--- src/rtl/slave_fifo2b_stream_in_if.sv ---
`timescale 1ns/1ps
// FPGA-side source and FX3 slave-FIFO bus signals for the stream-IN writer.
// The slave modport is the writer's view; the master modport drives it.
interface slave_fifo2b_stream_in_if #(
  parameter int unsigned DATA_W = 32
);
  logic              stream_in_mode_selected;
  logic              flaga_d;
  logic              flagb_d;
  logic [DATA_W-1:0] src_data;
  logic              src_valid;
  logic              src_last;
  logic              src_ready;
  logic              slwr_streamIN_;
  logic              pktend_streamIN_;
  logic [DATA_W-1:0] data_out;
  logic              streaming;
  logic [15:0]       words_written;

  modport slave (
    input  stream_in_mode_selected,
    input  flaga_d,
    input  flagb_d,
    input  src_data,
    input  src_valid,
    input  src_last,
    output src_ready,
    output slwr_streamIN_,
    output pktend_streamIN_,
    output data_out,
    output streaming,
    output words_written
  );

  modport master (
    output stream_in_mode_selected,
    output flaga_d,
    output flagb_d,
    output src_data,
    output src_valid,
    output src_last,
    input  src_ready,
    input  slwr_streamIN_,
    input  pktend_streamIN_,
    input  data_out,
    input  streaming,
    input  words_written
  );
endinterface

--- src/rtl/slave_fifo2b_stream_in.sv ---
`timescale 1ns/1ps
// FX3 slave-FIFO stream-IN writer: elastic buffer of {data,last} words drained
// onto the bus by a flag-qualified write FSM.
module slave_fifo2b_stream_in #(
  parameter int unsigned DATA_W          = 32,
  parameter int unsigned FIFO_DEPTH      = 4,
  parameter int unsigned WR_DELAY_CYCLES = 3
) (
  input  logic                     clk_100,
  input  logic                     reset,
  slave_fifo2b_stream_in_if.slave  bus
);

  localparam int unsigned ADDR_W = (FIFO_DEPTH > 2) ? $clog2(FIFO_DEPTH) : 1;
  localparam int unsigned PTR_W  = ADDR_W + 1;
  localparam int unsigned CNT_W  = 4;
  localparam int unsigned WCNT_W = 16;

  localparam logic [2:0] S_IDLE       = 3'd0;
  localparam logic [2:0] S_FLAGA_RCVD = 3'd1;
  localparam logic [2:0] S_WAIT_FLAGB = 3'd2;
  localparam logic [2:0] S_WRITE      = 3'd3;
  localparam logic [2:0] S_WR_DELAY   = 3'd4;

  logic [DATA_W-1:0] mem_data_q [FIFO_DEPTH];
  logic [FIFO_DEPTH-1:0] mem_last_q;

  logic [PTR_W-1:0]  wr_ptr_q, wr_ptr_d;
  logic [PTR_W-1:0]  rd_ptr_q, rd_ptr_d;
  logic [2:0]        state_q, state_d;
  logic [CNT_W-1:0]  dly_q, dly_d;
  logic [WCNT_W-1:0] words_q, words_d;

  logic [ADDR_W-1:0] wr_addr;
  logic [ADDR_W-1:0] rd_addr;
  logic              full;
  logic              empty;
  logic              push;
  logic              pop;
  logic [DATA_W-1:0] head_data;
  logic              head_last;

  // Extra pointer bit distinguishes full from empty when addresses match.
  assign wr_addr   = wr_ptr_q[ADDR_W-1:0];
  assign rd_addr   = rd_ptr_q[ADDR_W-1:0];
  assign empty     = (wr_ptr_q == rd_ptr_q);
  assign full      = (wr_ptr_q[ADDR_W] != rd_ptr_q[ADDR_W]) && (wr_addr == rd_addr);
  assign head_data = mem_data_q[rd_addr];
  assign head_last = mem_last_q[rd_addr];

  assign bus.src_ready = bus.stream_in_mode_selected & ~full;
  assign push          = bus.src_valid & bus.src_ready;
  assign pop           = (state_q == S_WRITE) & ~empty;

  // Storage is not reset; only the pointers define validity.
  always_ff @(posedge clk_100) begin
    if (push) begin
      mem_data_q[wr_addr] <= bus.src_data;
      mem_last_q[wr_addr] <= bus.src_last;
    end
  end

  always_comb begin
    wr_ptr_d = wr_ptr_q + PTR_W'(push);
    rd_ptr_d = rd_ptr_q + PTR_W'(pop);
    words_d  = words_q + WCNT_W'(pop);
  end

  always_comb begin
    state_d = state_q;
    dly_d   = dly_q;
    case (state_q)
      S_IDLE: begin
        if (bus.stream_in_mode_selected && bus.flaga_d) begin
          state_d = S_FLAGA_RCVD;
        end
      end
      S_FLAGA_RCVD: begin
        state_d = S_WAIT_FLAGB;
      end
      S_WAIT_FLAGB: begin
        if (!bus.stream_in_mode_selected) begin
          state_d = S_IDLE;
        end else if (bus.flagb_d) begin
          state_d = S_WRITE;
        end
      end
      S_WRITE: begin
        // The write of this cycle still completes; only the next cycle idles.
        if (!bus.flagb_d || (pop && head_last) || !bus.stream_in_mode_selected) begin
          state_d = S_WR_DELAY;
          dly_d   = CNT_W'(WR_DELAY_CYCLES - 1);
        end
      end
      S_WR_DELAY: begin
        if (dly_q == '0) begin
          state_d = S_IDLE;
        end else begin
          dly_d = dly_q - CNT_W'(1);
        end
      end
      default: begin
        state_d = S_IDLE;
      end
    endcase
  end

  always_ff @(posedge clk_100 or posedge reset) begin
    if (reset) begin
      state_q  <= S_IDLE;
      dly_q    <= '0;
      wr_ptr_q <= '0;
      rd_ptr_q <= '0;
      words_q  <= '0;
    end else begin
      state_q  <= state_d;
      dly_q    <= dly_d;
      wr_ptr_q <= wr_ptr_d;
      rd_ptr_q <= rd_ptr_d;
      words_q  <= words_d;
    end
  end

  // Bus outputs follow the registered state and buffer head directly.
  assign bus.slwr_streamIN_   = ~pop;
  assign bus.pktend_streamIN_ = ~(pop & head_last);
  assign bus.data_out         = pop ? head_data : '0;
  assign bus.streaming        = (state_q == S_WRITE);
  assign bus.words_written    = words_q;

endmodule
--- src/flat_wrapper.sv ---
// flat-port wrapper written by rule: the top's interface ports become plain ports
module slave_fifo2b_stream_in_flat 
#(
  parameter int unsigned DATA_W          = 32,
  parameter int unsigned FIFO_DEPTH      = 4,
  parameter int unsigned WR_DELAY_CYCLES = 3
)
  (clk_100, reset, bus_stream_in_mode_selected, bus_flaga_d, bus_flagb_d, bus_src_data, bus_src_valid, bus_src_last, bus_src_ready, bus_slwr_streamIN_, bus_pktend_streamIN_, bus_data_out, bus_streaming, bus_words_written);
  slave_fifo2b_stream_in_if #(.DATA_W(DATA_W)) bus_i ();
  input  logic clk_100;
  input  logic reset;
  input wire logic [$bits(bus_i.stream_in_mode_selected)-1:0] bus_stream_in_mode_selected;
  input wire logic [$bits(bus_i.flaga_d)-1:0] bus_flaga_d;
  input wire logic [$bits(bus_i.flagb_d)-1:0] bus_flagb_d;
  input wire logic [$bits(bus_i.src_data)-1:0] bus_src_data;
  input wire logic [$bits(bus_i.src_valid)-1:0] bus_src_valid;
  input wire logic [$bits(bus_i.src_last)-1:0] bus_src_last;
  output wire logic [$bits(bus_i.src_ready)-1:0] bus_src_ready;
  output wire logic [$bits(bus_i.slwr_streamIN_)-1:0] bus_slwr_streamIN_;
  output wire logic [$bits(bus_i.pktend_streamIN_)-1:0] bus_pktend_streamIN_;
  output wire logic [$bits(bus_i.data_out)-1:0] bus_data_out;
  output wire logic [$bits(bus_i.streaming)-1:0] bus_streaming;
  output wire logic [$bits(bus_i.words_written)-1:0] bus_words_written;
  assign bus_i.stream_in_mode_selected = bus_stream_in_mode_selected;
  assign bus_i.flaga_d = bus_flaga_d;
  assign bus_i.flagb_d = bus_flagb_d;
  assign bus_i.src_data = bus_src_data;
  assign bus_i.src_valid = bus_src_valid;
  assign bus_i.src_last = bus_src_last;
  assign bus_src_ready = bus_i.src_ready;
  assign bus_slwr_streamIN_ = bus_i.slwr_streamIN_;
  assign bus_pktend_streamIN_ = bus_i.pktend_streamIN_;
  assign bus_data_out = bus_i.data_out;
  assign bus_streaming = bus_i.streaming;
  assign bus_words_written = bus_i.words_written;
  slave_fifo2b_stream_in #(.DATA_W(DATA_W), .FIFO_DEPTH(FIFO_DEPTH), .WR_DELAY_CYCLES(WR_DELAY_CYCLES)) u_core (.clk_100(clk_100), .reset(reset), .bus(bus_i));
endmodule
--- config.mk ---
export PLATFORM = sky130hd
export DESIGN_NAME = slave_fifo2b_stream_in_flat
export DESIGN_NICKNAME = d
export VERILOG_FILES = /design/src/rtl/slave_fifo2b_stream_in_if.sv /design/src/rtl/slave_fifo2b_stream_in.sv /design/src/flat_wrapper.sv
export SDC_FILE = /design/constraint.sdc
export NUM_CORES = 1
export LEC_CHECK = 0
export ABC_AREA = 1
export CORE_MARGIN = 2
export CORE_UTILIZATION = 63
export CTS_CLUSTER_SIZE = 14
export DETAILED_ROUTE_END_ITERATION = 10
export DONT_BUFFER_PORTS = 1
export GPL_ROUTABILITY_DRIVEN = 0
export PLACE_DENSITY = 0.88
export SYNTH_ARGS = -nofsm -noshare
export SYNTH_HDL_FRONTEND = slang
export SYNTH_SLANG_ARGS = --single-unit
--- constraint.sdc ---
create_clock -name clk_100 -period 3.4 [get_ports clk_100]
set_clock_uncertainty 0.15 [all_clocks]
set_input_delay 0.17 -clock clk_100 [delete_from_list [all_inputs] [get_ports clk_100]]
set_output_delay 0.17 -clock clk_100 [all_outputs]
set_load 0.02 [all_outputs]
After elaboration in Yosys (flattened, before gate mapping)
Memories as Yosys holds them, arrays and structs flattened.
Cells that the tools add are included.

operators by class
  eq/ne operators = 12
  reductions and logical operators = 13
  multiplexer cells = 17
  $add $sub $neg = 4
  bitwise logic cells = 8
  $lt $le $gt $ge = 3

operators by type and width
  operator                                                     number
  2-to-1 mux 32 bit                                            1
  adder 16 x 1 -> 16 bit                                       1
  2-to-1 mux 3 bit                                             5
  case mux 3 bit (5 select lines)                              1
  2-to-1 mux 4 bit                                             2
  case mux 4 bit (2 select lines)                              1
  adder 3 x 1 -> 3 bit                                         2
  equality test 3 x 2 -> 1 bit (second input constant)         2
  less-than comparator 2 x 3 -> 1 bit (second input constant)  2
  != test 2 x 1 -> 1 bit (second input constant)               3
  AND 1 bit                                                    4
  bitwise mux 4 bit                                            1
  logical AND 1 bit                                            4
  zero test 4 bit                                              1
  2-to-1 mux 1 bit                                             4
  inverter 1 bit                                               4
  AND reduction 4 bit                                          1
  subtractor 4 x 1 -> 4 bit (second input constant)            1
  equality test 3 x 1 -> 1 bit (second input constant)         1
  equality test 3 bit                                          1
  equality test 3 bit (second input constant)                  1
  zero test 3 bit                                              1
  != test 3 bit (second input constant)                        1
  AND reduction 3 bit                                          1
  other kinds (9)                                              11

storage, ports and cells
  memory bits (writable) = 128
  memories kept = 1
  bits in registers = 33
  output and inout bits = 52
  word-level logic and storage cells = 64
  input bits = 39

memories
  memory             words  bits a word  rd ports  clocked after memory_dff  wr ports  line                          RTL
  u_core.mem_data_q  4      32           1         0                         1         slave_fifo2b_stream_in.sv:25  logic [DATA_W-1:0] mem_data_q [FIFO_DEPTH];

Logic depth before layout (Yosys ltp)
  depth after elaboration = 8
  gate-level depth with buffers = 16
  gate-level depth less buffers = 14

Worst setup path before layout
No wires, ideal clock.

  path type = reg-to-reg
  from = register u_core.rd_ptr_q[0]
  to = memory u_core.mem_data_q[0][0], enable pin
  arrival = 2.531 ns
  clock period less this slack = 3.104 ns
  setup time = 0.423 ns
  buffers on the path = 1
  setup slack = 0.296 ns
  data required time = 2.827 ns
  stages on the path, launching flop included = 10
  cells stage by stage = dfrtp_1 inv_2 buf_6 nand2_2 nand2_2 nand4_1 nand2_1 inv_1 nand2_1 nor2_1

on the way
  longest elaborated chain between the ends = 7

ends and longest elaborated chain
  what                                    line                           RTL
  start, declared                         slave_fifo2b_stream_in.sv:29   logic [PTR_W-1:0] rd_ptr_q, rd_ptr_d;
  start signal, assigned                  slave_fifo2b_stream_in.sv:119  rd_ptr_q <= rd_ptr_d;
  equality test 2 bit                     slave_fifo2b_stream_in.sv:47   assign full = (wr_ptr_q[ADDR_W] != rd_ptr_q[ADDR_W]) && (wr_addr == rd_addr);
  logical AND 1 bit                       slave_fifo2b_stream_in.sv:47
  inverter 1 bit                          slave_fifo2b_stream_in.sv:51   assign bus.src_ready = bus.stream_in_mode_selected & ~full;
  AND 1 bit                               slave_fifo2b_stream_in.sv:51
  named net bus_src_ready                 flat_wrapper.sv:18             output wire logic [$bits(bus_i.src_ready)-1:0] bus_src_ready;
  AND 1 bit                               slave_fifo2b_stream_in.sv:52   assign push = bus.src_valid & bus.src_ready;
  2-to-1 mux 1 bit                        slave_fifo2b_stream_in.sv:57   if (push) begin
  2-to-1 mux 1 bit (implied by the code)  slave_fifo2b_stream_in.sv:58   mem_data_q[wr_addr] <= bus.src_data;
  end, declared                           slave_fifo2b_stream_in.sv:25

The timed path passes the listed nets, and every way through them passes these cells.

Final worst setup path
  from = register u_core.rd_ptr_q[0]
  to = output port bus_data_out[0]

on the way
  longest elaborated chain between the ends = 4
  elaborated cells between the ends (all ways) = 5
  those cells by class = 1 x eq/ne; 1 x mux; 2 x bitwise; 1 x memory

ends and longest elaborated chain
  what                 line                           RTL
  equality test 3 bit  slave_fifo2b_stream_in.sv:46   assign empty = (wr_ptr_q == rd_ptr_q);
  inverter 1 bit       slave_fifo2b_stream_in.sv:53   assign pop = (state_q == S_WRITE) & ~empty;
  AND 1 bit            slave_fifo2b_stream_in.sv:53
  2-to-1 mux 32 bit *  slave_fifo2b_stream_in.sv:127  assign bus.data_out = pop ? head_data : '0;
  end, declared        flat_wrapper.sv:21             output wire logic [$bits(bus_i.data_out)-1:0] bus_data_out;

Mark *: on every way between the ends. The rest lies on a longest branch, timed or not.

==> metrics.txt <==
status completed; Seq pwr share 41.6%; die area 0.0114 sq mm; Slew Viols, Final 0; CTS tree done; H-tree levels 4; final setup margin 529 ps; Worst setup SP type register; Achievable Freq 348 MHz; post-detail-place hpwl 8410 um; worst vdd ir 0.000534 V; Lkg Pwr 3.09 nW; drt pass-1 iters 5; number of synthesized register bits 161; # clock sinks 161; Comb pwr share 29.3%; CP required 3080 ps; antenna-violating nets left 0; setup TNS 0 ps; grt ovf 0; Crit Path Max Fanout 33; Relative slew margins 27.7%; drt wl/cell 18.9 um; antenna violations before repair 0; FP Rows 37; slew at the pin with the worst max-slew slack 1080 ps; Storage cell area 0.00469 sq mm; Hold Crit Class in2reg; area occupied by multi-input gates 0.00176 sq mm; total power 6.37 mW; fin nets 683; Mapped Nets 606; DRC 0; drt total wl 14,800 um; layout cells sized above 1 18.0%; CTS Root Cell clkbuf_8; Filler cells 582; Yosys warnings 0; antenna cells 0; Finished Cell Area 0.00809 sq mm; CTS Buf Count 17; post-layout util 78.4%; P_int 4.11 mW; unrepaired setup endpoints after global routing no; Clock power frac 29.0%; largest net degree at the start of global routing 67; P_sw 2.26 mW; DP Area 0.00711 sq mm; vias in the first global route 4,675; r2r worst-path depth 9; vias per cell 5.77; Die Span Y 107 um; Crit. End Element output pin; Core Footprint 0.0103 sq mm; synthesized netlist cell count 560; Mean Syn Cell Area 11.9 sq um; I/O pin cnt 91; Clock transition at path regs 70 ps; pre-CTS setup slack 774 ps; Final Critical Period 2870 ps; Sw Share 35.4%; Clock Latency Late Sink 540 ps; All-Layer GR Usage 27.8%; initial core utilization 64.7%; initial DRC count 358; I/O Buffers 0; critical path, cell by cell nand2_1 > nand2_2 > nand3_2 > nand2_2 > buf_4 > a21oi_1 > buf_4; first-pass GRT wire length 23,400 um; final hold violations 0; CP peak stage delay 690 ps; Die X 107 um; sequential share of the synthesized area 70.2%; Power Density 788 mW/mm^2; Distinct cells, synth 26; Post-Syn Area 0.00668 sq mm; Hold Path Stages 5; Vias 4,533; final setup violation count 0; max-cap violations 0; critical path's slowest cell dfrtp_2; crit path DAT 2550 ps; Longest Clk Path Bufs 2; layout overhead on the synthesized area 21.1%; WS Path Type reg2out; crit share post-route 84.4%
-- layout by cell type (no fill, tap or decap), types with 7 or more instances in the layout --
cell	netlist	layout
nor2_1	142	138
edfxtp_1	132	132
o21ai_0	67	67
nand2_1	44	44
dlygate4sd3_1	0	40
buf_4	4	38
inv_1	30	30
a21oi_2	28	28
dfrtp_1	29	28
nand3_1	18	18
clkbuf_16	0	16
xor2_1	10	10
ha_1	7	7
-- power groups by stage --
stage | clock network, mW | registers (mW) | logic [mW]
after floorplan | 0 | 2.59 | 1.36
after global placement | 0 | 2.66 | 1.65
after detailed placement | 0 | 2.68 | 1.75
after CTS | 1.85 | 2.64 | 1.86
after global routing | 1.94 | 2.68 | 2.07
final | 1.85 | 2.65 | 1.87
-- Yosys cell counts (all sizes together) --
cell type,n,area share [%]
nor3,4,0.37
or2,1,0.094
a21oi,34,4.1
inv,32,1.8
o211ai,1,0.11
clkbuf,9,0.51
nor2,142,8.0
xor2,10,1.3
buf,15,1.6
edfxtp,132,59
o21ai,67,5.0
nand4,1,0.094
xnor2,6,0.79
a21boi,1,0.11
nand2,49,2.9
ha,7,1.3
dfrtp,29,11
nand3,20,1.6
-- cells by family (layout without fill, tap and decap cells) --
| logic type | after synthesis | in the layout | share of synthesized area, % |
|---|---|---|---|
| compound gates | 103 | 103 | 9.37 |
| xor+xnor | 16 | 16 | 2.10 |
| fa+ha+maj | 7 | 7 | 1.31 |
| buf+inv | 56 | 146 | 3.90 |
| flops | 161 | 161 | 70.2 |
| simple gates | 217 | 217 | 13.1 |
-- registers in the layout (all words and copies together), names as in the netlist --
register	cells
u_core.mem_last_q	4
u_core.mem_data_q	128
u_core.bus.words_written	16
u_core.rd_ptr_q	3
u_core.state_q	3
u_core.wr_ptr_q	3
u_core.dly_q	4
-- stage by stage --
step	hold WS, ps	instances
2_1_floorplan	98.1	560
3_3_place_gp	119	714
3_5_place_dp	119	714
4_1_cts	92.7	786
5_1_grt	164	786
6_report	110	786
-- critical path, delay by kind of cell, from the launching register on --
| kind | cells | cell delay [ps] |
|---|---|---|
| AO/OA/AOI/OAI | 1 | 150 |
| AND/OR/NAND/NOR | 4 | 410 |
| buffers and inverters | 2 | 720 |
| flip-flops | 1 | 690 |
-- worst paths after layout --
check,start,end,slack (ps)
max,u_core.rd_ptr_q[0]$_DFF_PP0_,bus_data_out[0],530
min,bus_stream_in_mode_selected,u_core.wr_ptr_q[0]$_DFF_PP0_,110
max reg2reg,u_core.rd_ptr_q[0]$_DFF_PP0_,u_core.state_q[0]$_DFFE_PP0P_,690
min reg2reg,u_core.dly_q[2]$_DFFE_PP0P_,u_core.dly_q[2]$_DFFE_PP0P_,330
max in group asynchronous,reset,u_core.rd_ptr_q[0]$_DFF_PP0_,2180
min in group asynchronous,reset,u_core.bus.words_written[15]$_DFF_PP0_,200
-- routing by layer --
layer | wire (um) | track usage, % | vias to the layer above
met3 | 1020 | 7.42 | 26
li1 | - | - | 2077
met1 | 5620 | 32.5 | 2211
met4 | 312 | 13.2 | 0
met2 | 7890 | 47.9 | 219
met5 | 0 | 0 | -
-- cell type report --
type	instances	share of cell area, %
clock buffer	23	6.02
clock inverter	9	1.18
inverter	32	1.48
multi-input combinational	343	21.8
sequential	161	58.0
tap	136	2.10
timing repair buffer	82	9.47
-- what timing repair did --
item                      in CTS  in global routing
hold buffers                  40                  0
setup buffers                  0                  0
hold endpoints to repair     169                  0
gates resized for setup        0                  0
(Power assumes the default switching activity.)
